**config.mk**
```make
export PLATFORM = sky130hd
export DESIGN_NAME = i2c_req_arbiter
export DESIGN_NICKNAME = d
export VERILOG_FILES = /design/src/rtl/i2c_req_arbiter.sv
export SDC_FILE = /design/constraint.sdc
export NUM_CORES = 1
export LEC_CHECK = 0
export CAP_MARGIN = 15
export CORE_MARGIN = 2
export CORE_UTILIZATION = 47
export DETAILED_ROUTE_END_ITERATION = 10
export GPL_TIMING_DRIVEN = 0
export PLACE_DENSITY = 0.95
export REMOVE_ABC_BUFFERS = 1
export SYNTH_ARGS = -nofsm -noshare
export SYNTH_HDL_FRONTEND = slang
export SYNTH_SLANG_ARGS = --single-unit
export TNS_END_PERCENT = 1
```
**constraint.sdc**
```tcl
create_clock -name clk_100 -period 4.5 [get_ports clk_100]
set_input_delay 0.9 -clock clk_100 [delete_from_list [all_inputs] [get_ports clk_100]]
set_output_delay 0.9 -clock clk_100 [all_outputs]
set_load 0.02 [all_outputs]
```
**src/rtl/i2c_req_arbiter.sv**
```systemverilog
// i2c_req_arbiter: shares one I2C write engine between NREQ requesters.
// Round-robin grant, one transaction in flight, ack timeout and a
// post-transaction idle gap before the next grant.
// Optional build macro I2C_ARB_PRIO0_EN: requester 0 takes fixed highest
// priority and leaves the round-robin pointer untouched when it wins.
//
// state | meaning
// IDLE  | no transaction; arbitrate among req_valid
// ISSUE | one-cycle i2c_req to the engine, timeout timer loaded
// WAIT  | waiting for i2c_ack or timeout terminal count
// GAP   | enforced idle gap before the next arbitration
module i2c_req_arbiter #(
    parameter int NREQ        = 4,
    parameter int GAP_CYC     = 1000,
    parameter int TIMEOUT_CYC = 2000000
) (
    input  logic                clk_100,
    input  logic                rst_100,
    input  logic [NREQ-1:0]     req_valid,
    input  logic [32*NREQ-1:0]  req_data,
    output logic [NREQ-1:0]     req_done,
    output logic [NREQ-1:0]     req_err,
    output logic [31:0]         cfg_data,
    output logic                i2c_req,
    input  logic                i2c_ack,
    output logic                busy,
    output logic [2:0]          grant_idx
);

    typedef enum logic [1:0] {
        IDLE  = 2'd0,
        ISSUE = 2'd1,
        WAIT  = 2'd2,
        GAP   = 2'd3
    } state_t;

    localparam int TO_W  = (TIMEOUT_CYC > 1) ? $clog2(TIMEOUT_CYC) : 1;
    localparam int GAP_W = (GAP_CYC > 1) ? $clog2(GAP_CYC) : 1;
    localparam logic [TO_W-1:0]  TO_LOAD  = TO_W'(TIMEOUT_CYC - 1);
    localparam logic [GAP_W-1:0] GAP_LOAD = GAP_W'((GAP_CYC > 0) ? GAP_CYC - 1 : 0);
    localparam logic [2:0]       LAST_IDX = 3'(NREQ - 1);

    state_t            state;
    state_t            state_nxt;
    logic [2:0]        ptr;
    logic [TO_W-1:0]   to_cnt;
    logic [GAP_W-1:0]  gap_cnt;

    logic              any_sel;
    logic              sel_rr;
    logic [2:0]        sel_idx;
    logic [3:0]        scan;
    logic [31:0]       sel_data;

    logic              ack_hit;
    logic              to_hit;
    logic              wait_exit;

    logic [NREQ-1:0]   grant_onehot;
    logic [NREQ-1:0]   done_nxt;
    logic [NREQ-1:0]   err_nxt;
    logic              i2c_req_nxt;
    logic              busy_nxt;

    // Both timers count down; a terminal count of zero ends WAIT / GAP.
    // An ack always beats the timeout on the same cycle.
    assign ack_hit   = (state == WAIT) && i2c_ack;
    assign to_hit    = (state == WAIT) && !i2c_ack && (to_cnt == '0);
    assign wait_exit = ack_hit || to_hit;

    // Round-robin search: first asserted request at or after ptr, wrapping.
    always_comb begin
        any_sel = 1'b0;
        sel_rr  = 1'b0;
        sel_idx = '0;
        scan    = '0;
        for (int k = 0; k < NREQ; k++) begin
            scan = {1'b0, ptr} + 4'(k);
            if (scan >= 4'(NREQ)) begin
                scan = scan - 4'(NREQ);
            end
            for (int j = 0; j < NREQ; j++) begin
                if (!any_sel && req_valid[j] && (scan == 4'(j))) begin
                    any_sel = 1'b1;
                    sel_rr  = 1'b1;
                    sel_idx = 3'(j);
                end
            end
        end
`ifdef I2C_ARB_PRIO0_EN
        if (req_valid[0]) begin
            any_sel = 1'b1;
            sel_rr  = 1'b0;
            sel_idx = '0;
        end
`endif
    end

    // Word of the selected requester.
    always_comb begin
        sel_data = '0;
        for (int i = 0; i < NREQ; i++) begin
            if (sel_idx == 3'(i)) begin
                sel_data = req_data[32*i +: 32];
            end
        end
    end

    // FSM state register.
    always_ff @(posedge clk_100 or negedge rst_100) begin
        if (!rst_100) begin
            state <= IDLE;
        end else begin
            state <= state_nxt;
        end
    end

    // FSM next-state logic; with no gap configured WAIT returns straight to IDLE.
    always_comb begin
        state_nxt = state;
        case (state)
            IDLE:    if (any_sel) state_nxt = ISSUE;
            ISSUE:   state_nxt = WAIT;
            WAIT:    if (wait_exit) state_nxt = (GAP_CYC == 0) ? IDLE : GAP;
            GAP:     if (gap_cnt == '0) state_nxt = IDLE;
            default: state_nxt = IDLE;
        endcase
    end

    // FSM output logic: next values of the registered outputs.
    always_comb begin
        grant_onehot = '0;
        for (int i = 0; i < NREQ; i++) begin
            if (grant_idx == 3'(i)) begin
                grant_onehot[i] = 1'b1;
            end
        end
        done_nxt    = ack_hit ? grant_onehot : '0;
        err_nxt     = to_hit  ? grant_onehot : '0;
        i2c_req_nxt = (state_nxt == ISSUE);
        busy_nxt    = (state_nxt != IDLE);
    end

    // Output registers.
    always_ff @(posedge clk_100 or negedge rst_100) begin
        if (!rst_100) begin
            req_done <= '0;
            req_err  <= '0;
            i2c_req  <= 1'b0;
            busy     <= 1'b0;
        end else begin
            req_done <= done_nxt;
            req_err  <= err_nxt;
            i2c_req  <= i2c_req_nxt;
            busy     <= busy_nxt;
        end
    end

    // Grant capture, round-robin pointer and the two down-counters.
    always_ff @(posedge clk_100 or negedge rst_100) begin
        if (!rst_100) begin
            cfg_data  <= '0;
            grant_idx <= '0;
            ptr       <= '0;
            to_cnt    <= '0;
            gap_cnt   <= '0;
        end else begin
            if ((state == IDLE) && any_sel) begin
                cfg_data  <= sel_data;
                grant_idx <= sel_idx;
                if (sel_rr) begin
                    ptr <= (sel_idx == LAST_IDX) ? 3'd0 : sel_idx + 3'd1;
                end
            end
            if (state == ISSUE) begin
                to_cnt <= TO_LOAD;
            end else if ((state == WAIT) && !wait_exit) begin
                to_cnt <= to_cnt - TO_W'(1);
            end
            if (wait_exit) begin
                gap_cnt <= GAP_LOAD;
            end else if ((state == GAP) && (gap_cnt != '0)) begin
                gap_cnt <= gap_cnt - GAP_W'(1);
            end
        end
    end

endmodule

```
==> results.md <==
* Syn_area_per_cell at around 9.6 µm²
* Avg Vias per Cell at around 6.3
* RD Place Congestion at around 0.83
* Cell taking the most area after synthesis: dfrtp_1
* IO Count at 180
* First-pass GRT wire length at 24900 µm
* Setup violators final at 0
* Critical path type: in -> reg
* Period utilization at 92.6%
* Syn. warnings at 0
* Vias in the first global route at around 4800
* Clock buffer depth at 2
* Worst R2R End: cfg_data[1]
* Fin area at 6540 µm²
* Filler Cell Count at 560
* WL final at around 16000 µm
* Top post-synthesis cells by area: dfrtp_1, mux2_2, a22oi_1
* Drt wl/cell at around 22 µm
* Pin count of the biggest net entering global routing at 75
* Die span in y at between 100 and 150 µm
* Clock Pin Slew Worst Setup and Hold Paths at around 0.09 ns
* Max-cap viol count at 0
* Post-route setup slack at approximately 0.33 ns
* Initial Util at 48.2%
* Power Density at roughly 300 nW/µm²
* Async SR Flop Fraction at 100%
* Relative slew slack at 28.4%
* Crit path from: req_valid[2]
* EDFF count, synth at 0
* NumNets Final at between 700 and 800
* WP data required at a little under 5 ns
* Clk_skew at approximately 0.014 ns
* PortBufs at about 180
* Max VDD drop at 0.157 mV
* Pre-CTS WS at -0.879 ns
* Tmin final at 4.17 ns
* Sequential area share after synthesis at roughly 45%
* ANT nets after route at 0
* Fmax at approximately 240 MHz
* Crit path capture type: flop
* CTS tree: done
* H-tree levels at 3
* Top FF cell, synth: dfrtp_1
* R2R depth at 13
* FF-to-FF Start: ptr[0]
* Grt ovf at 0
* R2R Setup Slk at 0.44 ns
* Overall power at 1960 µW
* Worst-Skew Late Latency at about 0.37 ns
* Slew @ Worst Pin at 1.07 ns
* Leakage power at 0.00251 µW
* Placed inst area at around 6300 µm²
* Post-synth top area share at 44.6%
* Unique cell type count in the Yosys netlist at between 50 and 60
* Startpoint class of the critical path: input port
* Postcts setup bufs at 0
* GRT Overall Usage at 31.8%
* Iteration-0 DRC Markers at a little under 400
* Gate Count Post-Synth at 461
* Run status: complete, no violations
* Syn-to-layout area delta at 47.4%
* Critical-path maximum fanout at 33
* Clock root buffer: clkbuf_8
* Hpwl dp at 11600 µm
* ANT cells at 0
* Via count at 4671
* CTS sink cnt at a little under 80
* Worst hold path type: in -> async
* Worst EP arrival at between 4 and 5 ns
* Initial antenna violation count at 0
* Final Max Tran Viols at 0
* Proportion of layout cells with a drive suffix above 1 at about a tenth
* Die span in x at just over 100 µm
* Unrepaired setup endpoints after global routing: false
* Endpoints failing hold at 0
* Yosys reg bits at between 70 and 80
* Die Footprint at between 10000 and 15000 µm²
* CORE AREA at 9200 µm²
* Hold-fix buffers, CTS at 0
* Cell Rows at 35
* DRC Markers at 0
* CTS buffer count at 9
* Pre-Repair DR Iteration Count at 6
* Mapped Area at 4430 µm²
## worst max path at each step
| stage | endpoint | slack, ns | cells past startpoint |
|---|---|---|---|
| finish | cfg_data[1] | 0.33 | 11 |
| global route | cfg_data[21] | 0.12 | 11 |
| global placement | cfg_data[7] | -1.11 | 10 |
| CTS | cfg_data[16] | 0.19 | 11 |
| floorplan | cfg_data[0] | 0.69 | 9 |
| detailed placement | cfg_data[16] | -0.88 | 11 |
## layout make-up
class	count	area, µm²	share of cell area (%)
clock buffer	10	138	2.11
timing repair buffer	182	1890	28.9
sequential	79	1980	30.3
inverter	17	67.6	1.03
tap	111	139	2.13
multi-input combinational	335	2280	34.9
clock inverter	6	45.0	0.689
## repair_timing
action,CTS,global route
endpoints found under the hold margin,0,0
endpoints found under the setup margin,31,14
resized for setup,2,1
## power by group
group          leakage, µW  total, µW  switching [µW]  internal [µW]
clock network    0.0000849        497             281            217
logic              0.00152        600             288            312
registers         0.000915        864            77.1            787
total              0.00251       1960             645           1320
## worst max-delay path: stages
cell and delay, ns:
clkdlybuf4s50_1 0.49, nor3_1 0.27, a31oi_1 0.10, or4_1 0.50
nand2_1 0.14, ha_1 0.29, clkinvlp_4 0.59, nand2_4 0.57
o22ai_1 0.19, a21oi_1 0.19, mux2_2 0.20
## state kept, by name (all words and copies together) (netlist names)
name and count:
busy 1, req_done 4, i2c_req 1, gap_cnt 10
req_err 4, state 2, grant_idx 2, to_cnt 21
ptr 2, cfg_data 32
## kinds of logic after synthesis
group | Yosys count | synth area share (%)
flops | 79 | 44.6
buf+inv | 47 | 4.26
mux | 37 | 9.29
simple gates | 127 | 15.4
fa+ha+maj | 9 | 2.43
xor+xnor | 12 | 2.37
other cells | 2 | 0.169
compound gates | 148 | 21.5
## per-layer routing
metal	global-route usage, %	wire (µm)	vias up	share of wire, %
met5	0	0	-	0
met4	17.6	859	0	5.3
met3	11.1	1530	93	9.4
met2	54.3	8350	286	51
met1	34.6	5480	2226	34
li1	-	-	2066	-
## synthesized netlist by cell type, types with 3 or more instances
library cell	n
dfrtp_1	79
nor3_1	10
mux2_2	33
nand3_1	8
or4_1	8
nor4_1	6
inv_1	16
or2_2	3
or3_1	7
o211ai_1	6
nand2_1	30
nor2_1	27
o31ai_1	3
xnor2_1	5
a22oi_1	33
a311oi_1	3
buf_2	7
mux2i_1	4
clkbuf_1	21
xor2_1	7
o22ai_1	31
nand2b_1	5
nand4_1	3
o41ai_1	4
a21oi_1	46
o21ai_0	8
ha_1	7
nor2b_1	5
## stage by stage
stage               TNS, ns  hold WS, ns  std cells  utilization, %
floorplan                 0        0.485        431               -
global placement     -44.22        0.488        720            67.7
detailed placement   -24.59        0.494        724            69.0
CTS                       0        0.345        740            71.0
global route              0        0.337        740            71.1
finish                    0        0.342        740            71.1
## placed cells by master (no fill, tap or decap), types with 8 or more instances in the layout
cell	count
clkdlybuf4s50_1	177
dfrtp_1	79
a21oi_1	46
a22oi_1	33
mux2_2	33
o22ai_1	31
nand2_1	29
nor2_1	26
inv_1	15
nor3_1	10
clkbuf_8	10
or4_1	8
nand3_1	8
o21ai_0	8
(Power assumes the default switching activity.)
